==> config.mk <==
export PLATFORM = sky130hd
export DESIGN_NAME = imem_fetch_responder
export DESIGN_NICKNAME = d
export VERILOG_FILES = /design/src/rtl/imem_pkg.sv /design/src/rtl/imem_rsp_fifo.sv /design/src/rtl/imem_fetch_responder.sv
export SDC_FILE = /design/constraint.sdc
export NUM_CORES = 2
export LEC_CHECK = 0
export BUFFER_PORTS_ARGS = -buffer_cell sky130_fd_sc_hd__buf_2
export CAP_MARGIN = 15
export CORE_MARGIN = 2
export CORE_UTILIZATION = 30
export CTS_CLUSTER_SIZE = 25
export DETAILED_ROUTE_END_ITERATION = 8
export GPL_ROUTABILITY_DRIVEN = 0
export PLACE_DENSITY = 0.49
export SYNTH_ARGS = -nofsm -noshare
export SYNTH_HDL_FRONTEND = slang
export SYNTH_HIERARCHICAL = 1
export SYNTH_SLANG_ARGS = --single-unit
==> constraint.sdc <==
create_clock -name clk -period 5.1 [get_ports clk]
set_input_delay 0 -clock clk [delete_from_list [all_inputs] [get_ports clk]]
set_output_delay 0 -clock clk [all_outputs]
set_load 0.02 [all_outputs]
==> src/rtl/imem_pkg.sv <==
// Shared types and width helpers for the instruction-memory fetch responder.
package imem_pkg;

  // A64 NOP, returned in place of the word for misaligned or out-of-range fetches.
  localparam logic [31:0] A64_NOP = 32'hD503201F;

  // One fetch response as it travels through the latency pipe and the output FIFO.
  typedef struct packed {
    logic [31:0] inst;
    logic [63:0] addr;
    logic        err;
  } rsp_t;

  // Index width for a power-of-two table; never narrower than one bit.
  function automatic int unsigned idx_width(input int unsigned depth);
    return (depth > 1) ? $clog2(depth) : 1;
  endfunction

  // Counter width able to hold the values 0..depth inclusive.
  function automatic int unsigned cnt_width(input int unsigned depth);
    return $clog2(depth + 1);
  endfunction

endpackage

==> src/rtl/imem_rsp_fifo.sv <==
// Synchronous response FIFO. Pointers carry one extra wrap bit for full/empty.
module imem_rsp_fifo
  import imem_pkg::*;
#(
  parameter int unsigned FIFO_DEPTH = 4,
  localparam int unsigned AW = idx_width(FIFO_DEPTH),
  localparam int unsigned CW = AW + 1
) (
  input  logic          clk,
  input  logic          rst_n,
  input  logic          push,
  input  rsp_t          push_data,
  input  logic          pop,
  output rsp_t          pop_data,
  output logic          full,
  output logic          empty,
  output logic [CW-1:0] count
);

  rsp_t          mem [FIFO_DEPTH];
  logic [CW-1:0] wptr_q;
  logic [CW-1:0] rptr_q;
  logic          do_push;
  logic          do_pop;

  assign empty    = (wptr_q == rptr_q);
  assign full     = (wptr_q[AW-1:0] == rptr_q[AW-1:0]) && (wptr_q[AW] != rptr_q[AW]);
  assign count    = wptr_q - rptr_q;
  assign pop_data = mem[rptr_q[AW-1:0]];
  assign do_pop   = pop && !empty;
  // A pop on the same edge frees the slot, so a push while full is still honoured.
  assign do_push  = push && (!full || do_pop);

  // Advance read/write pointers.
  always_ff @(posedge clk) begin
    if (!rst_n) begin
      wptr_q <= '0;
      rptr_q <= '0;
    end else begin
      if (do_push) wptr_q <= wptr_q + CW'(1);
      if (do_pop)  rptr_q <= rptr_q + CW'(1);
    end
  end

  // Storage write; contents need no reset since empty masks them.
  always_ff @(posedge clk) begin
    if (do_push) mem[wptr_q[AW-1:0]] <= push_data;
  end

endmodule

==> src/rtl/imem_fetch_responder.sv <==
// Instruction-memory responder: decodes fetch addresses, reads the word on acceptance,
// delays it by a fixed pipe and buffers it in an in-order response FIFO.
module imem_fetch_responder
  import imem_pkg::*;
#(
  parameter int unsigned DEPTH      = 64,
  parameter int unsigned LATENCY    = 2,
  parameter int unsigned FIFO_DEPTH = 4,
  localparam int unsigned IW = idx_width(DEPTH)
) (
  input  logic          clk,
  input  logic          rst_n,
  input  logic          req_valid,
  output logic          req_ready,
  input  logic [63:0]   req_addr,
  output logic          rsp_valid,
  input  logic          rsp_ready,
  output logic [31:0]   rsp_inst,
  output logic [63:0]   rsp_addr,
  output logic          rsp_err,
  input  logic          load_en,
  input  logic [IW-1:0] load_idx,
  input  logic [31:0]   load_data
);

  localparam int unsigned CW = idx_width(FIFO_DEPTH) + 1;

  logic [31:0]        mem [DEPTH];
  logic [LATENCY-1:0] pipe_vld_q;
  rsp_t               pipe_q [LATENCY];
  logic               accept;
  logic               pop;
  logic [IW-1:0]      dec_idx;
  logic               dec_err;
  logic [CW-1:0]      outstanding;
  rsp_t               head;
  logic               fifo_full;
  logic               fifo_empty;
  logic [CW-1:0]      fifo_count;

  assign dec_idx = req_addr[IW+1:2];
  // Power-of-two depth: out of range exactly when any bit above the index is set.
  assign dec_err = (req_addr[1:0] != 2'b00) || (req_addr[63:IW+2] != '0);
  assign accept  = req_valid && req_ready;
  assign pop     = rsp_valid && rsp_ready;

  // Credits: everything in the pipe already owns a FIFO slot, so the pipe never stalls.
  always_comb begin
    outstanding = fifo_count;
    for (int i = 0; i < LATENCY; i++) outstanding = outstanding + CW'(pipe_vld_q[i]);
  end

  assign req_ready = rst_n && !fifo_full && (outstanding < CW'(FIFO_DEPTH));

  // Program load port; honoured in and out of reset, contents survive reset.
  always_ff @(posedge clk) begin
    if (load_en) mem[load_idx] <= load_data;
  end

  // Latency pipe valids; accepted requests enter stage 0 on the acceptance edge.
  always_ff @(posedge clk) begin
    if (!rst_n) begin
      pipe_vld_q <= '0;
    end else begin
      pipe_vld_q[0] <= accept;
      for (int i = 1; i < LATENCY; i++) pipe_vld_q[i] <= pipe_vld_q[i-1];
    end
  end

  // Latency pipe payload; reading mem here gives read-before-write against load_en.
  always_ff @(posedge clk) begin
    pipe_q[0].inst <= dec_err ? A64_NOP : mem[dec_idx];
    pipe_q[0].addr <= req_addr;
    pipe_q[0].err  <= dec_err;
    for (int i = 1; i < LATENCY; i++) pipe_q[i] <= pipe_q[i-1];
  end

  imem_rsp_fifo #(
    .FIFO_DEPTH (FIFO_DEPTH)
  ) u_rsp_fifo (
    .clk       (clk),
    .rst_n     (rst_n),
    .push      (pipe_vld_q[LATENCY-1]),
    .push_data (pipe_q[LATENCY-1]),
    .pop       (pop),
    .pop_data  (head),
    .full      (fifo_full),
    .empty     (fifo_empty),
    .count     (fifo_count)
  );

  // Response outputs read zero whenever nothing is buffered.
  always_comb begin
    rsp_valid = !fifo_empty;
    rsp_inst  = '0;
    rsp_addr  = '0;
    rsp_err   = 1'b0;
    if (!fifo_empty) begin
      rsp_inst = head.inst;
      rsp_addr = head.addr;
      rsp_err  = head.err;
    end
  end

endmodule
After elaboration in Yosys (flattened, before gate mapping):

Memory sizes are Yosys's and may differ from the RTL's. A register that Yosys moved wholly into a read port is not among the register bits.
Index checks and enable logic that the tools add are counted.

* flip-flop bits (word level): 8
* memory bits (writable): 2630
* input bits: 107
* output and inout port bits: 99
* memories: 3

* $add $sub $neg: 5
* order comparisons: 1
* equality and inequality tests: 3
* muxes and demuxes: 10
* reduce and logical (&&, ||, !) cells: 13

Memory list
* mem: depth 64, width 32, rd ports 1, clocked after Yosys merged registers in 0, write ports 1, line imem_fetch_responder.sv:28 `logic [31:0] mem [DEPTH];`
* u_rsp_fifo.mem: depth 4, width 97, rd ports 1, clocked after Yosys merged registers in 1, write ports 1, line imem_rsp_fifo.sv:20 `rsp_t mem [FIFO_DEPTH];`
* pipe_q: depth 2, width 97, rd ports 2, clocked after Yosys merged registers in 0, write ports 2, line imem_fetch_responder.sv:30 `rsp_t pipe_q [LATENCY];`

Operator list (count)
* $mux 32: 2
* $mux 64: 1
* $reduce_bool 56->1: 1
* $logic_and 1x1->1: 7
* $add 3x1->3: 2
* $add 3x1->3 const B: 2
* $mux 1: 5
* $mux 2: 2
* $eq 3x3->1: 1
* $lt 3x3->1 const B: 1
* $sub 3x3->3: 1
* $eq 2x2->1: 1
* $logic_not 1->1: 2
* $logic_or 1x1->1: 2
* $reduce_bool 2->1: 1
* $ne 1x1->1: 1

Longest topological paths before layout:

* word-level depth: 8
* mapped depth: 10
* mapped depth without buffers: 9

Modules after synthesis:

Netlist, hierarchy kept.

By module, submodules not included
* imem_fetch_responder: instances 1, cells each 3661, area an instance 82970.8 µm²
* imem_rsp_fifo: instances 1, cells each 564, area an instance 14495.2 µm²

Least setup slack after synthesis:

OpenSTA, ideal clock, no wires.

* path type: register to register
* start point: reg u_rsp_fifo.wptr_q[0]
* end point: mem u_rsp_fifo/mem[0][0] (netlist bit), enable pin
* arrival time: 4.106 ns
* data required time: 4.633 ns
* setup slack: 0.527 ns
* stages on the path, launching flop included: 10
* path buffers: 2
* clock period less this slack: 4.573 ns
* cell sequence: dfxtp_1 inv_1 ha_1 nand2_1 nor2_1 clkbuf_1 clkbuf_1 nor2b_1 o31a_1 and2_1

* word-level cells in the longest chain between the ends: 8
* elaborated cells between the ends (all ways): 11
* classes of those cells: eq/ne: 2; mux: 2; reduce/logical: 7

Ends and longest elaborated chain
* start: declaration: line imem_rsp_fifo.sv:21 `logic [CW-1:0] wptr_q;`
* start signal: assignment: line imem_rsp_fifo.sv:40 `if (do_push) wptr_q <= wptr_q + CW'(1);`
* $eq 3x3->1: line imem_rsp_fifo.sv:26 `assign empty = (wptr_q == rptr_q);`
* via fifo_empty: line imem_fetch_responder.sv:38 `logic fifo_empty;`
* $logic_not 1->1: line imem_fetch_responder.sv:94 `rsp_valid = !fifo_empty;`
* $logic_and 1x1->1: line imem_fetch_responder.sv:45 `assign pop = rsp_valid && rsp_ready;`
* via pop: line imem_fetch_responder.sv:32 `logic pop;`
* $logic_and 1x1->1: line imem_rsp_fifo.sv:30 `assign do_pop = pop && !empty;`
* $logic_or 1x1->1: line imem_rsp_fifo.sv:32 `assign do_push = push && (!full || do_pop);`
* $logic_and 1x1->1: line imem_rsp_fifo.sv:32
* $mux 1: line imem_rsp_fifo.sv:47 `if (do_push) mem[wptr_q[AW-1:0]] <= push_data;`
* $mux 1 (not written as such): line imem_rsp_fifo.sv:47
* end: declaration: line imem_rsp_fifo.sv:20

The timed path passes the listed nets, and every way through them passes these cells.

Worst setup path in the final report:

* start point: reg u_rsp_fifo.wptr_q[0]
* end point: out rsp_inst[2]

* word-level cells in the longest chain between the ends: 2

Ends and longest elaborated chain
* $eq 3x3->1: line imem_rsp_fifo.sv:26
* via fifo_empty: line imem_fetch_responder.sv:38
* $mux 32: line imem_fetch_responder.sv:98 `if (!fifo_empty) begin`
* end: declaration: line imem_fetch_responder.sv:18 `output logic [31:0] rsp_inst,`

The timed path passes the listed nets, and every way through them passes these cells.

==> impl_summary.txt <==
----------------------------------------------------
[Floorplan]
  DIE HEIGHT ... 574.0 um
  Horizontal die dimension ... 574.0 um
  Initial standard-cell utilization of the core ... 30.11%
  Row count ... 209
  Die outline area ... 0.3295 mm^2
  I/O pin count ... 206
  CORE AREA ... 0.3237 mm^2

[Route]
  Number of vias in the routed layout ... 46,710
  Number of optimization iterations in the first detailed-route pass ... 7
  Routed wire length per instance ... 28.82 um
  Routed WL ... 269.8 mm
  Number of routed nets with antenna violations ... 0
  DRT iter0 DRCs ... 4,826
  Ratio of routed vias to standard cells ... 4.989
  DRC violation count after routing ... 0

[STA]
  Clock Skews ... 0.07205 ns
  Tightest slew margin relative to the limit ... 20.16%
  Unrepaired setup endpoints after global routing ... false
  Endpoints failing hold ... 0
  Final setup viols ... 0
  Max Freq ... 264.6 MHz
  Pin slew with the least headroom to its limit ... 1.195 ns
  Minimum clock period after layout ... 3.779 ns
  Final period utilization ... 74.10%
  Setup TNS Final ... 0 ns
  Final max-slew violation count ... 0

[Synthesis]
  Cell taking the most area after synthesis ... sky130_fd_sc_hd__edfxtp_1
  Gate count after technology mapping ... 4,225
  Average size of a mapped cell ... 23.07 um^2
  Async SR Flop Fraction ... 0%
  Yosys reg bits ... 2,640
  Count of unique library cells instantiated by Yosys ... 61
  Synthesized cell area ... 0.09747 mm^2
  Total of warnings raised by yosys ... 6
  Post-synth top area share ... 75.05%
  Cell types occupying the most area after synthesis ... sky130_fd_sc_hd__edfxtp_1 (75%), sky130_fd_sc_hd__mux4_2 (15%), sky130_fd_sc_hd__dfxtp_1 (4.2%)
  Sequential share of the synthesized area ... 79.24%
  Number of enable-type register cells in the synthesized netlist ... 2,436
  Nets in the synthesized netlist ... 4,341
  Dominant synthesized flop cell ... sky130_fd_sc_hd__edfxtp_1

[Critical path]
  Crit path DAT ... 3.78 ns
  Startpoint Class ... flip-flop
  Largest fanout of any net on the critical path ... 51
  Nature of the critical path endpoint ... primary output
  CP Launch Point ... u_rsp_fifo/wptr_q[0]$_SDFFE_PN0P_
  Path type of the worst setup path ... reg2out
  Worst R2R Start ... u_rsp_fifo/wptr_q[0]$_SDFFE_PN0P_
  Required time at the endpoint of the critical path ... 5.10 ns

[Cells and area]
  Area taken by multi-input logic gates ... 0.01955 mm^2
  Filler Cell Count ... 29,910
  Final std cell area, no fill ... 0.1152 mm^2
  Area used by sequential logic in the layout ... 0.07724 mm^2
  Area growth from synthesis to final layout ... 18.15%
  Layout net count ... 4,943
  Share of post-route cells with drive strength above 1 ... 29.68%
  Number of cells in the finished layout apart from fillers ... 9,362

[Clocking]
  Number of buffers on the longest clock path ... 4
  Worst skew pair latency ... 0.84 ns
  CTS sink cnt ... 2,640
  H-tree Lvls ... 5
  Buffer cell driving the clock tree root ... sky130_fd_sc_hd__clkbuf_16
  Worst-path clk slew ... 0.06 ns
  Cts repair resizes ... 0
  TritonCTS clock tree ... done
  Total clock buffers created by CTS ... 278

[Worst hold path]
  Worst hold start ... load_data[25]
  Path class of the lowest-slack min-delay path ... in2reg

[Place]
  Detail Placement HPWL ... 153.3 mm
  Inst Count DP ... 8,697
  DP Area ... 0.1048 mm^2
  Count of input and output buffers ... 205

[Global route]
  Number of global-route vias before repair ... 47,950
  Largest net degree at the start of global routing ... 95
  GRT Residual Overflow ... 0
  Total routing resource utilization after global routing ... 16.07%
  Antenna violations before repair ... 26
  First-pass GRT wire length ... 378.2 mm

[Status]
  Status ... complete, no violations

[Power and ir drop]
  Power per cell area ... 392.5 mW/mm^2
  Leakage power of the design ... 0.03582 uW
  Total power consumption of the routed design ... 45,200 uW
  Largest voltage drop on the vdd net ... 366.4 uV

[Flow run]
  Maxcap violations ... 0

----------------------------------------------------
[worst paths after layout]
check	to	slack, ns	cells past startpoint
setup / recovery	rsp_inst[2]	1.32	8
hold / removal	mem[55][25]$_DFFE_PP_	0.09	2
setup reg to reg	u_rsp_fifo/mem[1][76]$_DFFE_PP_	1.69	8
hold reg to reg	pipe_q[0][101]$_DFF_P_	0.33	0
[Yosys cell counts (5+ instances only)]
| cell | instances |
|---|---|
| sky130_fd_sc_hd__buf_6 | 10 |
| sky130_fd_sc_hd__a211oi_1 | 8 |
| sky130_fd_sc_hd__mux4_2 | 649 |
| sky130_fd_sc_hd__ha_1 | 8 |
| sky130_fd_sc_hd__dfxtp_1 | 204 |
| sky130_fd_sc_hd__inv_1 | 11 |
| sky130_fd_sc_hd__o21ai_1 | 16 |
| sky130_fd_sc_hd__mux2_2 | 12 |
| sky130_fd_sc_hd__nor2_1 | 84 |
| sky130_fd_sc_hd__a22oi_1 | 75 |
| sky130_fd_sc_hd__o22ai_1 | 9 |
| sky130_fd_sc_hd__nand3_1 | 59 |
| sky130_fd_sc_hd__and2_1 | 12 |
| sky130_fd_sc_hd__mux2i_1 | 49 |
| sky130_fd_sc_hd__nor2b_1 | 113 |
| sky130_fd_sc_hd__a31oi_1 | 6 |
| sky130_fd_sc_hd__buf_2 | 51 |
| sky130_fd_sc_hd__nor4_1 | 16 |
| sky130_fd_sc_hd__and3_1 | 12 |
| sky130_fd_sc_hd__a2111oi_0 | 5 |
| sky130_fd_sc_hd__nand2_1 | 73 |
| sky130_fd_sc_hd__buf_1 | 24 |
| sky130_fd_sc_hd__nand2b_1 | 10 |
| sky130_fd_sc_hd__nor3_1 | 8 |
| sky130_fd_sc_hd__buf_4 | 41 |
| sky130_fd_sc_hd__a21oi_1 | 41 |
| sky130_fd_sc_hd__clkbuf_1 | 94 |
| sky130_fd_sc_hd__nand4_1 | 9 |
| sky130_fd_sc_hd__edfxtp_1 | 2436 |
| sky130_fd_sc_hd__o21ai_0 | 5 |
| sky130_fd_sc_hd__o211ai_1 | 8 |
| sky130_fd_sc_hd__a221oi_1 | 21 |
[metal layers]
metal,GRT usage (%),vias up,routed length [um]
met5,0,-,29
li1,-,19030,-
met2,24.27,1658,121400
met1,23.98,25680,124000
met4,3.853,4,6107
met3,2.910,341,18280
[power by group]
part	total, uW	internal, uW	switching (uW)
clock network	19300	11100	8220
registers	23900	23800	78.7
logic	2030	780	1250
[layout make-up]
type | instances | area share [%]
diodes | 7 | 0.01521
inverters | 14 | 0.04781
repair buffers | 545 | 3.831
well taps | 4325 | 4.699
clock buffers | 368 | 6.521
flip-flops and latches | 2640 | 67.08
multi-input cells | 1348 | 16.98
clock inverters | 115 | 0.8290
[stage by stage]
step                hold slack (ns)  utilization (%)  setup WS, ns
floorplan                   0.02772                -        0.5268
global placement             0.1194            32.37        0.4162
detailed placement           0.1188            32.37         1.373
CTS                        0.002935            35.49         1.199
global route                0.04655            35.57         1.018
finish                      0.08537            35.57         1.321
[layout by cell type (no fill, tap or decap), types with 16 or more instances in the layout]
cell type                       instances
sky130_fd_sc_hd__nand3_1               59
sky130_fd_sc_hd__buf_2                201
sky130_fd_sc_hd__dfxtp_1              202
sky130_fd_sc_hd__clkbuf_16            282
sky130_fd_sc_hd__nand2_1               73
sky130_fd_sc_hd__clkbuf_1              73
sky130_fd_sc_hd__dlygate4sd3_1        163
sky130_fd_sc_hd__mux4_2               649
sky130_fd_sc_hd__clkinv_2              42
sky130_fd_sc_hd__edfxtp_1            2436
sky130_fd_sc_hd__a221oi_1              21
sky130_fd_sc_hd__nor2_1                20
sky130_fd_sc_hd__a22oi_1               75
sky130_fd_sc_hd__mux2i_1               49
sky130_fd_sc_hd__nor2_4                64
sky130_fd_sc_hd__buf_4                146
sky130_fd_sc_hd__buf_12                30
sky130_fd_sc_hd__clkinv_1              43
sky130_fd_sc_hd__nor2b_1              111
sky130_fd_sc_hd__a21oi_1               41
sky130_fd_sc_hd__o21ai_1               16
[worst max-delay path, cell delays in order (launching register included)]
cell and delay, ns:
sky130_fd_sc_hd__dfxtp_1 0.39, sky130_fd_sc_hd__inv_1 0.11, sky130_fd_sc_hd__ha_1 0.32, sky130_fd_sc_hd__nand2_1 0.18
sky130_fd_sc_hd__nor2_4 0.14, sky130_fd_sc_hd__buf_4 0.52, sky130_fd_sc_hd__buf_4 0.65, sky130_fd_sc_hd__nor2b_1 0.26
sky130_fd_sc_hd__buf_2 0.24
[state kept, by name, summed over array words and instances, names as in the netlist, named ones only]
register and flops:
pipe_q 194, u_rsp_fifo/wptr_q 3, mem 2048, pipe_vld_q 2, u_rsp_fifo/mem 388, u_rsp_fifo/rptr_q 3
[repair_timing]
item,in CTS,in global routing
buffers inserted,0,0
endpoints found under the hold margin,2135,0
hold buffers,163,0
[kinds of logic (layout without fill, tap and decap cells)]
group	after synthesis	count (layout)	synth area share (%)
buffers and inverters	237	1042	1.248
XOR/XNOR	4	4	0.03595
AO/OA/AOI/OAI	217	217	1.565
multiplexers	711	711	15.65
flip-flops	2640	2640	79.24
adder cells (fa/ha/maj)	9	9	0.1232
AND/OR/NAND/NOR	407	407	2.136
other	0	7	0
Note: power is estimated with default switching activity, not from simulation.
